File: config.mk
export PLATFORM = sky130hd
export DESIGN_NAME = uart_rx_fifo_flat
export DESIGN_NICKNAME = d
export VERILOG_FILES = /design/src/rtl/uart_rx_fifo_if.sv /design/src/rtl/uart_rx_fifo.sv /design/src/flat_wrapper.sv
export SDC_FILE = /design/constraint.sdc
export NUM_CORES = 1
export LEC_CHECK = 0
export CAP_MARGIN = 25
export CORE_ASPECT_RATIO = 0.7
export CORE_UTILIZATION = 50
export CTS_BUF_LIST = sky130_fd_sc_hd__clkbuf_16
export DETAILED_ROUTE_END_ITERATION = 10
export GPL_ROUTABILITY_DRIVEN = 0
export HOLD_SLACK_MARGIN = 0.05
export PLACE_DENSITY = 0.67
export SYNTH_ARGS = -nofsm -noshare
export SYNTH_HDL_FRONTEND = slang
export SYNTH_SLANG_ARGS = --single-unit
File: constraint.sdc
create_clock -name clk -period 2.6 [get_ports clk]
set_input_delay 0.52 -clock clk [delete_from_list [all_inputs] [get_ports clk]]
set_output_delay 0.52 -clock clk [all_outputs]
set_load 0.005 [all_outputs]
File: src/rtl/uart_rx_fifo_if.sv
// UART receive FIFO port bundle.
// Receiver-side inputs and consumer-side handshake/status.
interface uart_rx_fifo_if #(
  parameter int ADDR_W = 4
);
  logic [7:0]      i_data;
  logic            i_done;
  logic            i_rd_en;
  logic            i_clr_ovf;
  logic [7:0]      o_data;
  logic            o_valid;
  logic            o_full;
  logic [ADDR_W:0] o_count;
  logic            o_overflow;

  modport master (
    output i_data,
    output i_done,
    output i_rd_en,
    output i_clr_ovf,
    input  o_data,
    input  o_valid,
    input  o_full,
    input  o_count,
    input  o_overflow
  );

  modport slave (
    input  i_data,
    input  i_done,
    input  i_rd_en,
    input  i_clr_ovf,
    output o_data,
    output o_valid,
    output o_full,
    output o_count,
    output o_overflow
  );
endinterface

File: src/rtl/uart_rx_fifo.sv
// FWFT byte FIFO fed by the UART receiver's done rising edge.
// Sticky overflow, count-based full/empty.
module uart_rx_fifo #(
  parameter int ADDR_W = 4
) (
  input logic           clk,
  input logic           rst,
  uart_rx_fifo_if.slave bus
);
  localparam int DEPTH = 1 << ADDR_W;
  localparam logic [ADDR_W:0] FULL_CNT = (ADDR_W+1)'(DEPTH);

  logic [7:0]        mem [DEPTH];
  logic [ADDR_W-1:0] wr_ptr;
  logic [ADDR_W-1:0] rd_ptr;
  logic [ADDR_W:0]   count;
  logic              done_q;
  logic              overflow;
  logic              capture;
  logic              pop;
  logic              wr;
  logic              full;
  logic              valid;

  assign full    = (count == FULL_CNT);
  assign valid   = (count != '0);
  assign capture = bus.i_done & ~done_q;
  assign pop     = bus.i_rd_en & valid;
  // A pop frees a slot in the same cycle, so a full FIFO still accepts.
  assign wr      = capture & (~full | pop);

  always_ff @(posedge clk) begin
    if (rst) begin
      done_q   <= 1'b1;
      wr_ptr   <= '0;
      rd_ptr   <= '0;
      count    <= '0;
      overflow <= 1'b0;
    end else begin
      done_q <= bus.i_done;
      if (wr)
        wr_ptr <= wr_ptr + 1'b1;
      if (pop)
        rd_ptr <= rd_ptr + 1'b1;
      unique case (1'b1)
        (wr & ~pop): count <= count + 1'b1;
        (pop & ~wr): count <= count - 1'b1;
        default:     count <= count;
      endcase
      if (capture & ~wr)
        overflow <= 1'b1;
      else if (bus.i_clr_ovf)
        overflow <= 1'b0;
    end
  end

  always_ff @(posedge clk) begin
    if (wr & ~rst)
      mem[wr_ptr] <= bus.i_data;
  end

  assign bus.o_data     = mem[rd_ptr];
  assign bus.o_valid    = valid;
  assign bus.o_full     = full;
  assign bus.o_count    = count;
  assign bus.o_overflow = overflow;
endmodule

File: src/flat_wrapper.sv
// flat-port wrapper written by rule: the top's interface ports become plain ports
module uart_rx_fifo_flat 
#(
  parameter int ADDR_W = 4
)
  (clk, rst, bus_i_data, bus_i_done, bus_i_rd_en, bus_i_clr_ovf, bus_o_data, bus_o_valid, bus_o_full, bus_o_count, bus_o_overflow);
  uart_rx_fifo_if #(.ADDR_W(ADDR_W)) bus_i ();
  input logic clk;
  input logic rst;
  input wire logic [$bits(bus_i.i_data)-1:0] bus_i_data;
  input wire logic [$bits(bus_i.i_done)-1:0] bus_i_done;
  input wire logic [$bits(bus_i.i_rd_en)-1:0] bus_i_rd_en;
  input wire logic [$bits(bus_i.i_clr_ovf)-1:0] bus_i_clr_ovf;
  output wire logic [$bits(bus_i.o_data)-1:0] bus_o_data;
  output wire logic [$bits(bus_i.o_valid)-1:0] bus_o_valid;
  output wire logic [$bits(bus_i.o_full)-1:0] bus_o_full;
  output wire logic [$bits(bus_i.o_count)-1:0] bus_o_count;
  output wire logic [$bits(bus_i.o_overflow)-1:0] bus_o_overflow;
  assign bus_i.i_data = bus_i_data;
  assign bus_i.i_done = bus_i_done;
  assign bus_i.i_rd_en = bus_i_rd_en;
  assign bus_i.i_clr_ovf = bus_i_clr_ovf;
  assign bus_o_data = bus_i.o_data;
  assign bus_o_valid = bus_i.o_valid;
  assign bus_o_full = bus_i.o_full;
  assign bus_o_count = bus_i.o_count;
  assign bus_o_overflow = bus_i.o_overflow;
  uart_rx_fifo #(.ADDR_W(ADDR_W)) u_core (.clk(clk), .rst(rst), .bus(bus_i));
endmodule
==> flow_metrics.env <==
export IMPL_status="finished, violations left"
export IMPL_failed_checks="setup timing"
export IMPL_synth_compound_area_share=0.0456
export IMPL_drt_iter0_drc=367
export IMPL_slowest_delay_ns=0.54
export IMPL_synth_area_sq_um=5960
export IMPL_synthToLayoutAreaGrowth_pct=28.3
export IMPL_final_cells=576
export IMPL_netlist_top_cells_area="edfxtp_1, mux4_2, dfxtp_1"
export IMPL_fin_crit_sh=1.02
export IMPL_final_area_sq_um=7640
export IMPL_critical_path_class="flop to primary output"
export IMPL_synth_simple_gate_area_share=0.0700
export IMPL_crit_chain="buf_12 > buf_12 > buf_16 > mux4_2 > a22oi_2 > nand2_1 > buf_2"
export IMPL_synthCells=329
export IMPL_rows=32
export IMPL_dr_wl_met3_mm=1.14
export IMPL_synth_flop_cell="edfxtp_1"
export IMPL_clk_path_buf_depth=2
export IMPL_utilization=0.677
export IMPL_cts_tree="done"
export IMPL_pre_cts_slack_ns=-0.0792
export IMPL_vias_per_cell=5.65
export IMPL_cp_arrival_ns=2.13
export IMPL_cts_buffers=17
export IMPL_grt_pass1_vias=3358
export IMPL_top_layer="met4"
export IMPL_crit_slowest_cell="mux4_2"
export IMPL_synth_most_common_cell="edfxtp_1"
export IMPL_relSlewSlack=0.386
export IMPL_max_freq_mhz=377
export IMPL_wl_met1_mm=5.70
export IMPL_yosysTopAreaCellShare=0.645
export IMPL_p_per_area_nw_per_um2=1020
export IMPL_io_buffers=28
export IMPL_die_area_sq_um=12400
export IMPL_antenna_found_initial=0
export IMPL_nets=432
export IMPL_dpl_instance_area_sq_um=6640
export IMPL_start_kind="flop"
export IMPL_clockRootBuffer="clkbuf_16"
export IMPL_endpoint_kind="primary output"
export IMPL_core_area_sq_um=11300
export IMPL_yosysTopAreaCell="edfxtp_1"
export IMPL_yosysSeqAreaShare=0.709
export IMPL_drc=0
export IMPL_fin_ws_ns=-0.0519
export IMPL_cp_max_fo=5
export IMPL_vdd_drop_max_mv=0.548
export IMPL_hold_viol=0
export IMPL_path_clk_slew_ns=0.06
export IMPL_synthArstFlopShare=0
export IMPL_hold_class="flop to flop"
export IMPL_drive_gt1_frac=0.338
export IMPL_fin_skew_ns=0.00756
export IMPL_ys_ff_latch=147
export IMPL_clock_latency_ns=0.42
export IMPL_wl_met2_mm=6.11
export IMPL_synth_xor_area_frac=0.00882
export IMPL_synth_common_cells="edfxtp_1, mux4_2, dfxtp_1"
export IMPL_synth_fp_nets=351
export IMPL_htree_levels=4
export IMPL_avgSynthCellArea_sq_um=18.1
export IMPL_grt_overflow=0
export IMPL_drv_cap=0
export IMPL_io_pins=29
export IMPL_antenna_cells=0
export IMPL_crit_top_cell="buf_12"
export IMPL_die_h_um=93.3
export IMPL_grtUsageTotal=0.232
export IMPL_finalMaxSlewViolations=0
export IMPL_die_w_um=132
export IMPL_p_leak_nw=2.67
export IMPL_rsz0062_at_grt="yes"
export IMPL_setup_viol=6
export IMPL_postCtsHoldBufs=0
export IMPL_worstPathRequired_ns=2.08
export IMPL_dp_final_hpwl_mm=7.59
export IMPL_vias=3257
export IMPL_ys_types=43
export IMPL_p_total_mw=7.79
export IMPL_final_fill_count=763
export IMPL_tightest_slew_ns=0.920
export IMPL_synth_edff_count=128
export IMPL_yosysWarnings=0
export IMPL_postRouteAntennaNets=0
export IMPL_grt_first_pass_wirelength_mm=20.1
export IMPL_synthAdderAreaFrac=0.0202
export IMPL_synth_top_family_by_area="multiplexers"
export IMPL_dp_cells=527
export IMPL_cts_sinks=147
export IMPL_period_minus_slack_ns=2.65
export IMPL_min_from="u_core.bus.o_overflow"
export IMPL_r2r_start="u_core.bus.o_count[3]"
export IMPL_synth_mux_area_frac=0.130
export IMPL_dr_pass1_iters=4
export IMPL_grt_max_degree=33
export IMPL_post_drt_wl_per_cell_um=22.7
export IMPL_initial_core_util=0.527
export IMPL_routed_wl_mm=13.0
-- flip-flops by register name (all words and copies together) (netlist names), named ones only --
| register | count |
|---|---|
| u_core.mem | 128 |
| u_core.bus.o_overflow | 1 |
| u_core.done_q | 1 |
| u_core.wr_ptr | 4 |
| u_core.rd_ptr | 4 |
| u_core.bus.o_count | 5 |
-- area by class of cell --
cell class	count	area, sq um	area share
flip-flops and latches	147	4230	0.553
multi-input cells	159	1710	0.224
repair buffers	79	802	0.105
clock buffers	17	425	0.0557
clock inverters	15	260	0.0341
well taps	153	191	0.0251
inverters	6	22.5	0.00295
-- cell families after synthesis --
family / after synthesis
buf+inv: 23
compound gates: 34
xor+xnor: 6
mux: 37
fa+ha+maj: 9
simple gates: 73
flops: 147
-- metal layers --
layer | vias up | GRT usage
met5 | - | 0
met4 | 0 | 0.0824
met3 | 9 | 0.0363
met2 | 113 | 0.352
met1 | 1652 | 0.345
li1 | 1483 | -
-- worst max-delay path, delay by kind of cell, from the launching register on --
kind | cells | cell delay [ns]
AO/OA/AOI/OAI | 1 | 0.21
multiplexers | 1 | 0.54
AND/OR/NAND/NOR | 1 | 0.09
buffers and inverters | 4 | 0.49
flip-flops | 1 | 0.39
-- cell usage in the layout, fill, tap and decap left out, types with 2 or more instances in the layout --
cell type	count
a21oi_1	2
a22oi_1	3
a22oi_2	13
and2_1	4
and3_1	15
buf_12	7
buf_16	4
buf_2	8
buf_4	37
buf_6	3
bufinv_16	7
clkbuf_16	17
clkdlybuf4s50_1	20
clkinv_1	2
dfxtp_1	18
edfxtp_1	128
ha_1	8
inv_1	7
inv_6	2
mux2i_1	3
mux4_2	32
nand2_1	10
nand2b_1	4
nand4b_1	2
nor2_1	16
nor2b_1	10
nor3_1	3
nor3b_1	2
o211ai_1	4
or2_2	2
xor2_1	5
-- metrics by stage --
step	setup TNS [ns]	hold WS [ns]
2_1_floorplan	0	0.476
3_3_place_gp	-0.0410	0.488
3_5_place_dp	-0.303	0.481
4_1_cts	-0.193	0.498
5_1_grt	-0.678	0.564
6_report	-0.199	0.504
-- power by group --
part | total, mW | switching (mW) | internal [mW]
Clock | 2.85 | 0.961 | 1.89
Sequential | 2.71 | 0.0754 | 2.64
Combinational | 2.23 | 0.934 | 1.30
-- final timing paths --
| kind | slack, ns | end | cells past startpoint |
|---|---|---|---|
| max reg2reg | 0.12 | u_core.bus.o_count[4] | 9 |
| min reg2reg | 0.50 | u_core.bus.o_overflow | 2 |
| max | -0.05 | bus_o_data[7] | 7 |
| min | 0.50 | u_core.bus.o_overflow | 2 |
-- timing repair --
item | CTS | global route
pin swaps | 16 | 8
gates resized for setup | 54 | 4
setup endpoints to repair | 8 | 9
cloned | 4 | 0
buffers inserted | 9 | 5
(Power assumes the default switching activity.)
